## src/rtl/i2s_seq_pkg.sv

```systemverilog
// rtl/i2s_seq_pkg.sv - shared command codes, FSM states and status bit positions for the capture sequencer
package i2s_seq_pkg;

    typedef enum logic [7:0] {
        CMD_START  = 8'h01,
        CMD_STOP   = 8'h02,
        CMD_STATUS = 8'h03,
        CMD_READ   = 8'h04,
        CMD_FLUSH  = 8'h05
    } cmd_e;

    typedef enum logic [2:0] {
        ST_IDLE,
        ST_CMD,
        ST_ARG_LEN,
        ST_STAT_HI,
        ST_STAT_LO,
        ST_RD_POP,
        ST_RD_LATCH,
        ST_RD_SEND
    } seq_state_e;

    localparam int STAT_CAPTURE = 7;
    localparam int STAT_OVF     = 6;
    localparam int STAT_TIMEOUT = 5;
    localparam int STAT_FULL    = 4;
    localparam int STAT_EMPTY   = 3;

    localparam logic [7:0] PAD_BYTE = 8'h00;
    localparam logic [7:0] BAD_CMD  = 8'hEE;

endpackage

```

## src/rtl/i2s_seq_timeout.sv

```systemverilog
// rtl/i2s_seq_timeout.sv - idle cycle counter with synchronous clear and a one-cycle expire pulse
module i2s_seq_timeout #(
    parameter int CYCLES = 50_000_000
) (
    input  logic clk,
    input  logic rst_n,
    input  logic clr,
    input  logic en,
    output logic expire
);

    localparam int W = $clog2(CYCLES + 1);

    logic [W-1:0] cnt_q, cnt_d;
    logic         expire_q, expire_d;

    always_comb begin
        cnt_d    = '0;
        expire_d = 1'b0;
        if (!clr && en) begin
            if (cnt_q == W'(CYCLES - 1)) begin
                expire_d = 1'b1;
            end else begin
                cnt_d = cnt_q + 1'b1;
            end
        end
    end

    always_ff @(posedge clk or negedge rst_n) begin
        if (!rst_n) begin
            cnt_q    <= '0;
            expire_q <= 1'b0;
        end else begin
            cnt_q    <= cnt_d;
            expire_q <= expire_d;
        end
    end

    assign expire = expire_q;

endmodule

```

## src/rtl/i2s_capture_sequencer.sv

```systemverilog
// rtl/i2s_capture_sequencer.sv - SPI command sequencer gating I2S capture and draining the sample FIFO
// Optional idle auto-stop is built when CAPTURE_TIMEOUT_EN is defined.
module i2s_capture_sequencer
    import i2s_seq_pkg::*;
#(
    parameter int COUNT_W        = 17,
    parameter int TIMEOUT_CYCLES = 50_000_000
) (
    input  logic               clk,
    input  logic               rst_n,
    input  logic               spi_cs_n,
    input  logic               spi_rx_valid,
    input  logic [7:0]         spi_rx_data,
    output logic [7:0]         spi_tx_data,
    output logic               fifo_rd_en,
    input  logic [7:0]         fifo_rd_data,
    input  logic               fifo_empty,
    input  logic               fifo_full,
    input  logic [COUNT_W-1:0] fifo_count,
    output logic               capture_en,
    output logic               fifo_flush
);

    seq_state_e  state_q, state_d;
    logic [7:0]  cmd_q, cmd_d;
    logic        frame_used_q, frame_used_d;
    logic [7:0]  tx_q, tx_d;
    logic        cap_q, cap_d;
    logic        ovf_q, ovf_d;
    logic        tmo_q, tmo_d;
    logic [8:0]  rem_q, rem_d;
    logic        popped_q, popped_d;
    logic [15:0] snap_q, snap_d;

    logic        rx_byte, cmd_slot, start_hit, flush_hit, expire;
    logic [31:0] cnt_wide;
    logic [15:0] cnt_sat;
    logic [7:0]  status_byte;

    assign rx_byte   = spi_rx_valid && !spi_cs_n;
    // Only the first byte of a CS frame is a command; later strays are ignored.
    assign cmd_slot  = rx_byte && (state_q == ST_IDLE) && !frame_used_q;
    assign start_hit = cmd_slot && (spi_rx_data == CMD_START);
    assign flush_hit = (state_q == ST_CMD) && (cmd_q == CMD_FLUSH);
    assign cnt_wide  = 32'(fifo_count);
    assign cnt_sat   = (cnt_wide > 32'h0000_FFFF) ? 16'hFFFF : cnt_wide[15:0];

`ifdef CAPTURE_TIMEOUT_EN
    i2s_seq_timeout #(
        .CYCLES (TIMEOUT_CYCLES)
    ) u_timeout (
        .clk    (clk),
        .rst_n  (rst_n),
        .clr    (spi_rx_valid || start_hit),
        .en     (cap_q),
        .expire (expire)
    );
`else
    logic unused_timeout_cfg;
    assign unused_timeout_cfg = (TIMEOUT_CYCLES != 0);
    assign expire             = 1'b0;
`endif

    always_comb begin
        status_byte               = 8'h00;
        status_byte[STAT_CAPTURE] = cap_q;
        status_byte[STAT_OVF]     = ovf_q;
        status_byte[STAT_TIMEOUT] = tmo_q;
        status_byte[STAT_FULL]    = fifo_full;
        status_byte[STAT_EMPTY]   = fifo_empty;
    end

    always_ff @(posedge clk or negedge rst_n) begin
        if (!rst_n) begin
            state_q <= ST_IDLE;
        end else begin
            state_q <= state_d;
        end
    end

    always_comb begin
        state_d = state_q;
        if (spi_cs_n) begin
            state_d = ST_IDLE;
        end else begin
            case (state_q)
                ST_IDLE:     if (cmd_slot) state_d = ST_CMD;
                ST_CMD: begin
                    case (cmd_q)
                        CMD_STATUS: state_d = ST_STAT_HI;
                        CMD_READ:   state_d = ST_ARG_LEN;
                        default:    state_d = ST_IDLE;
                    endcase
                end
                ST_STAT_HI:  if (rx_byte) state_d = ST_STAT_LO;
                ST_STAT_LO:  if (rx_byte) state_d = ST_IDLE;
                ST_ARG_LEN:  if (rx_byte) state_d = ST_RD_POP;
                ST_RD_POP:   state_d = ST_RD_LATCH;
                ST_RD_LATCH: state_d = ST_RD_SEND;
                ST_RD_SEND:  if (rx_byte) state_d = (rem_q != 9'd0) ? ST_RD_POP : ST_IDLE;
                default:     state_d = ST_IDLE;
            endcase
        end
    end

    always_comb begin
        fifo_rd_en = (state_q == ST_RD_POP) && !fifo_empty && !spi_cs_n;
        fifo_flush = flush_hit;
    end

    always_comb begin
        cmd_d        = cmd_q;
        frame_used_d = frame_used_q;
        tx_d         = tx_q;
        cap_d        = cap_q;
        ovf_d        = ovf_q;
        tmo_d        = tmo_q;
        rem_d        = rem_q;
        popped_d     = popped_q;
        snap_d       = snap_q;

        if (cap_q && fifo_full) ovf_d = 1'b1;
        if (flush_hit)          ovf_d = 1'b0;
        if (expire) begin
            cap_d = 1'b0;
            tmo_d = 1'b1;
        end

        if (spi_cs_n) begin
            frame_used_d = 1'b0;
        end else begin
            case (state_q)
                ST_IDLE: begin
                    if (cmd_slot) begin
                        frame_used_d = 1'b1;
                        cmd_d        = spi_rx_data;
                        case (spi_rx_data)
                            CMD_START: begin
                                cap_d = 1'b1;
                                ovf_d = 1'b0;
                                tmo_d = 1'b0;
                            end
                            CMD_STOP:   cap_d = 1'b0;
                            CMD_STATUS: begin
                                tx_d   = status_byte;
                                snap_d = cnt_sat;
                            end
                            CMD_READ, CMD_FLUSH: ;
                            default:    tx_d = BAD_CMD;
                        endcase
                    end
                end
                ST_STAT_HI:  if (rx_byte) tx_d = snap_q[15:8];
                ST_STAT_LO:  if (rx_byte) tx_d = snap_q[7:0];
                ST_ARG_LEN:  if (rx_byte) rem_d = (spi_rx_data == 8'd0) ? 9'd256 : {1'b0, spi_rx_data};
                ST_RD_POP:   popped_d = !fifo_empty;
                ST_RD_LATCH: begin
                    // Empty FIFO at pop time still consumes one byte of the burst.
                    tx_d = popped_q ? fifo_rd_data : PAD_BYTE;
                    if (rem_q != 9'd0) rem_d = rem_q - 9'd1;
                end
                default: ;
            endcase
        end
    end

    always_ff @(posedge clk or negedge rst_n) begin
        if (!rst_n) begin
            cmd_q        <= 8'h00;
            frame_used_q <= 1'b0;
            tx_q         <= 8'h00;
            cap_q        <= 1'b0;
            ovf_q        <= 1'b0;
            tmo_q        <= 1'b0;
            rem_q        <= 9'd0;
            popped_q     <= 1'b0;
            snap_q       <= 16'h0000;
        end else begin
            cmd_q        <= cmd_d;
            frame_used_q <= frame_used_d;
            tx_q         <= tx_d;
            cap_q        <= cap_d;
            ovf_q        <= ovf_d;
            tmo_q        <= tmo_d;
            rem_q        <= rem_d;
            popped_q     <= popped_d;
            snap_q       <= snap_d;
        end
    end

    assign spi_tx_data = tx_q;
    assign capture_en  = cap_q;

endmodule

```

## config.mk

```make
export PLATFORM = sky130hd
export DESIGN_NAME = i2s_capture_sequencer
export DESIGN_NICKNAME = d
export VERILOG_FILES = /design/src/rtl/i2s_seq_pkg.sv /design/src/rtl/i2s_seq_timeout.sv /design/src/rtl/i2s_capture_sequencer.sv
export SDC_FILE = /design/constraint.sdc
export NUM_CORES = 1
export LEC_CHECK = 0
export ABC_AREA = 1
export CAP_MARGIN = 40
export CORE_MARGIN = 2
export CORE_UTILIZATION = 42
export CTS_CLUSTER_DIAMETER = 50
export DETAILED_ROUTE_END_ITERATION = 10
export DONT_BUFFER_PORTS = 1
export HOLD_SLACK_MARGIN = 0.05
export PLACE_DENSITY = 0.65
export SETUP_SLACK_MARGIN = 0.15
export SLEW_MARGIN = 20
export SYNTH_ARGS = -nofsm -noshare
export SYNTH_HDL_FRONTEND = slang
export SYNTH_HIERARCHICAL = 1
export SYNTH_SLANG_ARGS = --single-unit
```

## constraint.sdc

```tcl
create_clock -name clk -period 1.9 [get_ports clk]
set_input_delay 0.19 -clock clk [delete_from_list [all_inputs] [get_ports clk]]
set_output_delay 0.19 -clock clk [all_outputs]
set_load 0.005 [all_outputs]
```

# == After elaboration in Yosys (flattened, before gate mapping) ==
# Cells that the tools add are included.
# Widths: inputs -> output; s select.
# word_totals
ff_bits,48
inputBits,39
out_inout_bits,11
wordCells,95
# op_classes
add_sub_neg,1
magnitude_cmp,1
n_eq_ne,26
n_mux,30
n_bitwise,1
n_reduce_logical,27
# ops
operator,n
$eq 8x3->1 const B,4
$mux 8,4
$pmux 8 s4,1
$mux 9,3
$eq 8x2->1 const B,3
$pmux 3 s8,1
$mux 3,7
$pmux 9 s2,1
$gt 17x16->1 const B,1
$mux 16,1
$pmux 8 s2,1
$ne 3x3->1 const B,5
$eq 3x3->1 const B,4
$ne 2x2->1 const B,6
$reduce_and 4->1,3
$mux 1,9
$reduce_bool 9->1,1
$sub 9x1->9 const B,1
$eq 8x1->1 const B,1
$logic_not 8->1,1
$reduce_bool 2->1,4
$logic_and 1x1->1,7
$eq 3x2->1 const B,2
$reduce_and 6->1,1
11 further kinds,14

# == Depth between registers and ports, before layout ==
# Gate-level depths: netlist (run 1).
# logic_depth
depth_word,7
mapped_depth,12

# == Worst setup path after synthesis (run 1) ==
# Ideal clock, no wire load.
# synth_path
path_type,reg-to-reg
from,reg state_q[1]
to,reg snap_q[11]
setup_ns,0.113
t_arrival_ns,1.447
required_ns,1.787
slack_ns,0.340
path_stages_with_launch,13
path_cell_list,dfrtp_1 -> buf_6 -> clkinv_2 -> nand2_1 -> nor2_4 -> nand2_1 -> nor2_4 -> nand2_2 -> buf_6 -> nor2_1 -> nand2_1 -> nand2_1 -> inv_1
# synth_between
elab_chain_len,4
# synth_lines
item,line,rtl
from (decl),i2s_capture_sequencer.sv:24,"seq_state_e state_q, state_d;"
from (signal assigned),i2s_capture_sequencer.sv:77,state_q <= state_d;
$logic_not 3->1 *,"i2s_capture_sequencer.sv:42, i2s_capture_sequencer.sv:132",
$logic_and 1x1->1 (2 in series),i2s_capture_sequencer.sv:42,assign cmd_slot = rx_byte && (state_q == ST_IDLE) && !frame_used_q;
$reduce_and 4->1 (no line) *,n/a,
to (signal assigned),i2s_capture_sequencer.sv:187,snap_q <= snap_d;
to (decl),i2s_capture_sequencer.sv:33,"logic [15:0] snap_q, snap_d;"
# Mark *: on every way between the ends. The rest lies on a longest branch, timed or not.
# A chain may end at the register's enable or synchronous reset.

# == Worst setup path in the final report (run 1) ==
# layout_path
from,in spi_rx_data[4]
to,reg tx_q[7] (netlist: spi_tx_data[7])
# layout_between
elab_chain_len,5
word_cells_on_any_way,11
# layout_lines
item,line,rtl
from (decl),i2s_capture_sequencer.sv:13,"input logic [7:0] spi_rx_data,"
"$eq 8x1->1, or another cell as far along",i2s_capture_sequencer.sv:137,case (spi_rx_data)
$reduce_or 4->1 (no line),n/a,
$pmux 8 s2,i2s_capture_sequencer.sv:137,
$mux 8,i2s_capture_sequencer.sv:134,if (cmd_slot) begin
$pmux 8 s4,i2s_capture_sequencer.sv:132,case (state_q)
to (signal assigned),i2s_capture_sequencer.sv:181,tx_q <= tx_d;
to (decl),i2s_capture_sequencer.sv:27,"logic [7:0] tx_q, tx_d;"
# Several ways; a longest one is shown, not always the timed one. The select of a mux whose other input is x is not followed.

==> run summary, run 1 <==
worst vdd ir = 0.340 mV
unrepaired setup endpoints after global routing = yes
vias post-DR = 2733
Power Density = 941 nW/µm²
Final min period = 1.64 ns
syn_nets = 499
share of cells above drive strength 1 = 8.94%
part of the power in registers = 44.6%
mapped cell area = 2970 µm²
Yosys top cell area share = 40.4%
Crit Path Max Fanout = 9
Slowest cell on crit path = dlygate4sd3_1
DPL Wire Length = 5220 µm
root buf cell = clkbuf_8
Lkg Pwr = 1.85 nW
Max Cap Viol = 0
Antenna Cells = 0
CTS Buf Count = 5
Port-buffer cells = 0
Gate power share = 30.1%
Finished Layout Cells = 577
Critical Path Max Stage Delay = 0.54 ns
initial antenna violation count = 0
switch share = 36.3%
GR Util All Layers = 19.5%
GRT overflow = 0
WL per Instance = 12.6 µm
drt pass-1 iters = 4
Achievable Freq = 611 MHz
CTS tree = done
Worst setup EP type = flip-flop
endpoints failing setup = 0
Final Cycle Share = 86.2%
post-route setup TNS = 0 ns
area of the core = 6830 µm²
Yosys reg bits = 48
Rel. slew slack = 68.3%
global placer's final weighted congestion = 0.818
placed insts = 554
die height = 88.2 µm
Setup CP Type = input pin to flip-flop
clock-pin slew on the worst setup and hold paths = 0.11 ns
CP required = 2.16 ns
sequential area share after synthesis = 40.4%
Clock Tree Buf Depth = 2
CP dominant cell by count = nand2_1
crit path DAT = 1.90 ns
Hold WS = 0.0492 ns
WL final = 7280 µm
vias in the first global route = 2486
Fillers = 710
Synth cell types = 29
syn avg cell area = 6.48 µm²
Final ANT Viol Nets = 0
Vias per Instance = 4.74
Clock Skew = 0.0190 ns
NetSw = 1.16 mW
largest net degree at the start of global routing = 49
cell taking the most area after synthesis = dfrtp_1
Worst Setup Start Kind = input pin
worst min path class = input pin to flip-flop
dominant cells by area after synthesis = dfrtp_1 40%, nand2_1 24%, inv_1 7.7%, nor2_1 7.4%, nand3_1 5.7%
first-pass GRT wire length = 11700 µm
status = finished clean
Iteration-0 DRC Markers = 179
Layout area overhead = 14.4%
Residual DRC = 0
row count = 30
Clk pwr share = 25.4%
Clock Latency Late Sink = 0.31 ns
cells after synthesis = 459
CTS Sinks = 48
Slew @ Worst Pin = 0.474 ns
Yosys warning count = 6
htree depth = 2
total die area = 7770 µm²
final hold viol count = 0
internal power = 2.04 mW
width of the die = 88.2 µm
# IOs = 50
initial cell density of the core = 43.5%
critical-path cell list = dlygate4sd3_1 -> inv_1 -> nand2_1 -> nor2_1 -> buf_4 -> nand3_1 -> nand2_1 -> nand2_1 -> nand2_4 -> nand2_1 -> nand2_1
Final nets = 520
Max Transition Viols Final = 0
## final timing paths
path	from	to	slack, ns	cells after the start
min	fifo_count[1]	snap_q[1]	0.05	4
max reg2reg	state_q[1]	cmd_q[5]	0.27	9
min reg2reg	cmd_q[7]	cmd_q[7]	0.50	2
max in group asynchronous	rst_n	state_q[2]	1.22	2
min in group asynchronous	rst_n	rem_q[8]	0.40	2
max	spi_rx_data[4]	spi_tx_data[7]	0.26	11
## layout by cell type (no fill, tap or decap), drive strengths merged
| cell type | n |
|---|---|
| nand4 | 6 |
| nand2 | 200 |
| o21ai | 22 |
| nor2b | 1 |
| nor2 | 65 |
| clkbuf | 6 |
| nand3b | 2 |
| dlygate4sd3 | 11 |
| dfrtp | 48 |
| xnor2 | 1 |
| clkinv | 2 |
| inv | 63 |
| buf | 10 |
| ha | 1 |
| nand3 | 35 |
| o211ai | 1 |
| a21oi | 2 |
| bufinv | 1 |
| nor3 | 4 |
## cells by family (layout without fill, tap and decap cells)
family	after synthesis	count (layout)	synth area share, %
simple gates	312	313	44.4
xor+xnor	1	1	0.295
buf+inv	72	93	10.1
fa+ha+maj	1	1	0.421
compound gates	25	25	4.42
flops	48	48	40.4
## final cells by class
| type | instances | area (µm²) | share of cell area [%] |
|---|---|---|---|
| Clock buffer | 6 | 82.6 | 2.43 |
| Multi-Input combinational cell | 340 | 1510 | 44.4 |
| Timing Repair Buffer | 21 | 205 | 6.03 |
| Sequential cell | 48 | 1200 | 35.3 |
| Inverter | 64 | 241 | 7.10 |
| Clock inverter | 2 | 38.8 | 1.14 |
| Tap cell | 96 | 120 | 3.53 |
## critical path, delay by kind of cell
family / cells / cell delay, ns
AND/OR/NAND/NOR: 8 / 0.92
buffers and inverters: 3 / 0.79
## registers in the layout, summed over array words and instances (netlist names)
| register | cells |
|---|---|
| spi_tx_data | 8 |
| frame_used_q | 1 |
| popped_q | 1 |
| snap_q | 16 |
| state_q | 3 |
| cmd_q | 8 |
| capture_en | 1 |
| rem_q | 9 |
| ovf_q | 1 |
## Yosys cell counts (all sizes together)
| library cell | count |
|---|---|
| dfrtp | 48 |
| xnor2 | 1 |
| ha | 1 |
| o21ai | 22 |
| clkbuf | 2 |
| a21oi | 2 |
| inv | 63 |
| nand3b | 2 |
| nand2 | 199 |
| nor3 | 4 |
| nor2b | 1 |
| nand4 | 6 |
| o211ai | 1 |
| nor2 | 65 |
| buf | 6 |
| nand3 | 35 |
| clkinv | 1 |
## layer usage
| layer | wire [µm] | track usage [%] | share of wire [%] |
|---|---|---|---|
| met3 | 424 | 4.81 | 5.8 |
| met1 | 3640 | 28.3 | 50 |
| met5 | 0 | 0 | 0 |
| met4 | 63 | 4.13 | 0.87 |
| met2 | 3160 | 29.8 | 43 |
## power groups by stage
stage / clock, mW / sequential [mW] / combinational, mW
floorplan: 0 / 1.41 / 0.723
global placement: 0 / 1.44 / 0.860
detailed placement: 0 / 1.44 / 0.884
CTS: 0.824 / 1.42 / 0.935
global route: 0.871 / 1.46 / 1.12
finish: 0.812 / 1.43 / 0.963
## stage by stage
| step | area, µm² | setup slack, ns | util, % | total power, mW |
|---|---|---|---|---|
| floorplan | 2970 | 0.340 | - | 2.13 |
| global placement | 3090 | 0.176 | 45.2 | 2.30 |
| detailed placement | 3090 | 0.137 | 45.2 | 2.33 |
| CTS | 3350 | 0.153 | 49.1 | 3.18 |
| global route | 3400 | 0.139 | 49.8 | 3.46 |
| finish | 3400 | 0.262 | 49.8 | 3.20 |
## timing repair
item	in CTS	in global routing
buffers inserted	0	2
cloned	0	1
endpoints found under the hold margin	59	0
endpoints found under the setup margin	9	37
gates resized for setup	1	10
hold buffers	12	0
pin swaps	0	1
Note: power is estimated with default switching activity, not from simulation.
==> inputs of run 2 (changes only) <==
Settings changed: CORE_UTILIZATION 42 to 50, PLACE_DENSITY 0.65 to 0.74.
==> run summary, run 2 (synthesis results as in run 1) <==
status = finished clean
post-route setup TNS = 0 ns
drt pass-1 iters = 4
switch share = 38.3%
CP required = 1.71 ns
vias in the first global route = 2418
internal power = 1.86 mW
width of the die = 81.1 µm
endpoints failing setup = 0
NetSw = 1.15 mW
DPL Wire Length = 5110 µm
initial cell density of the core = 50.8%
placed cell areas = 3060 µm²
GR Util All Layers = 22.3%
Vias per Instance = 5.02
first-pass GRT wire length = 11400 µm
clock-pin slew on the worst setup and hold paths = 0.09 ns
global placer's final weighted congestion = 0.876
FF-to-FF setup slack = 0.27 ns
Rel. slew slack = 69.3%
Final min period = 1.67 ns
Crit Path Max Fanout = 9
Power Density = 919 nW/µm²
CTS tree = done
WL per Instance = 12.6 µm
Lkg Pwr = 1.80 nW
root buf cell = clkbuf_8
Final ANT Viol Nets = 0
Gate power share = 32.2%
Worst setup EP type = output port
Clk pwr share = 20.2%
Iteration-0 DRC Markers = 261
Achievable Freq = 600 MHz
Register Area = 1200 µm²
worst r2r path cells = 9
# IOs = 50
Hold WS = 0.0560 ns
total die area = 6580 µm²
Min-Delay Endpoint = snap_q[2]
final hold viol count = 0
Worst Setup Start Kind = flip-flop
crit path DAT = 1.48 ns
Critical Path Source = state_q[1]
Hold Crit Depth = 4
Layout area overhead = 10.2%
multi-input logic area = 1510 µm²
CTS Buf Count = 5
Clock Tree Buf Depth = 2
die height = 81.1 µm
htree depth = 2
placed insts = 533
worst r2r src = state_q[1]
share of cells above drive strength 1 = 8.46%
Max Transition Viols Final = 0
worst min path class = input pin to flip-flop
Clock Latency Late Sink = 0.31 ns
dpl ws = 0.111 ns
initial antenna violation count = 0
CTS Sinks = 48
most frequent cells in the layout = 191 x nand2_1, 60 x inv_1, 57 x nor2_1, 47 x dfrtp_1, 33 x nand3_1
setup ws final = 0.233 ns
vias post-DR = 2752
Layout Cell Area excl Fill = 3280 µm²
beginning of the worst hold path = fifo_count[2]
GRT overflow = 0
Final Cycle Share = 87.7%
RR Endpoint = capture_en
unrepaired setup endpoints after global routing = no
Biggest register = snap_q
Max Cap Viol = 0
final core occ = 56.0%
Slew @ Worst Pin = 0.460 ns
Clock Skew = 0.00434 ns
largest net degree at the start of global routing = 49
commonest non-fill, non-tap cell in the layout = nand2_1
Port-buffer cells = 0
max reg flops = 16
area of the core = 5850 µm²
postcts setup bufs = 0
worst vdd ir = 0.420 mV
Top Registers = snap_q (16), rem_q (9)
Pwr Total = 3.01 mW
Setup CP Type = flip-flop to output port
part of the power in registers = 47.6%
row count = 28
WL final = 6910 µm
Antenna Cells = 0
Residual DRC = 0
Fillers = 573
Final nets = 513
Finished Layout Cells = 548
run 2: cell count changes in the layout (fill, tap and decap cells not counted):
| cell | previous run | this run |
|---|---|---|
| clkinvlp_4 | 0 | 1 |
| dlygate4sd3_1 | 11 | 7 |
| clkbuf_8 | 6 | 5 |
| buf_4 | 9 | 7 |
| nand2_1 | 192 | 191 |
| bufinv_16 | 1 | 0 |
| clkinv_4 | 1 | 0 |
| clkinv_2 | 1 | 2 |
run 2: area by class of cell:
cell class	count	share of cell area, %
clock inverters	2	0.382
multi-input cells	339	46.0
repair buffers	15	4.58
inverters	64	7.37
clock buffers	5	2.10
flip-flops and latches	48	36.7
well taps	75	2.86
run 2: worst max-delay path by stage:
stage          cells past startpoint          to  slack, ns
2_1_floorplan                     12  snap_q[11]       0.34
3_3_place_gp                      10    rem_q[7]       0.17
3_5_place_dp                      10    rem_q[7]       0.11
4_1_cts                           10    rem_q[7]       0.17
5_1_grt                            6  fifo_flush       0.14
6_report                           6  fifo_flush       0.23
run 2: metal layers:
layer / part of all wire [%] / global-route usage [%] / vias to the layer above
met1: 46 / 31.1 / 1249
met3: 5.9 / 4.67 / 12
met2: 46 / 34.7 / 66
li1: - / - / 1425
met4: 1.9 / 7.29 / 0
met5: 0 / 0 / -
run 2: repair_timing:
item	in CTS	in global routing
gates resized for setup	2	10
endpoints found under the hold margin	56	0
hold buffers	8	0
setup endpoints to repair	9	34
run 2: critical path: stages, from the launching register on:
cell,delay [ns]
dfrtp_1,0.40
buf_4,0.18
nor2_1,0.12
nand2_1,0.08
nor2_1,0.16
nand2_1,0.10
nor2_2,0.13
run 2: power by group through the flow:
| stage | registers [mW] | clock network (mW) | logic (mW) |
|---|---|---|---|
| 6_report | 1.43 | 0.609 | 0.970 |
| 5_1_grt | 1.46 | 0.663 | 1.12 |
| 4_1_cts | 1.43 | 0.619 | 0.935 |
| 3_5_place_dp | 1.45 | 0 | 0.882 |
| 3_3_place_gp | 1.44 | 0 | 0.858 |
| 2_1_floorplan | 1.41 | 0 | 0.723 |
==> inputs of run 3 (changes only) <==
Settings changed: CTS_CLUSTER_SIZE set to 12.
==> results of run 3 <==
The final DEF is identical to that of run 2; final timing and power are the same.
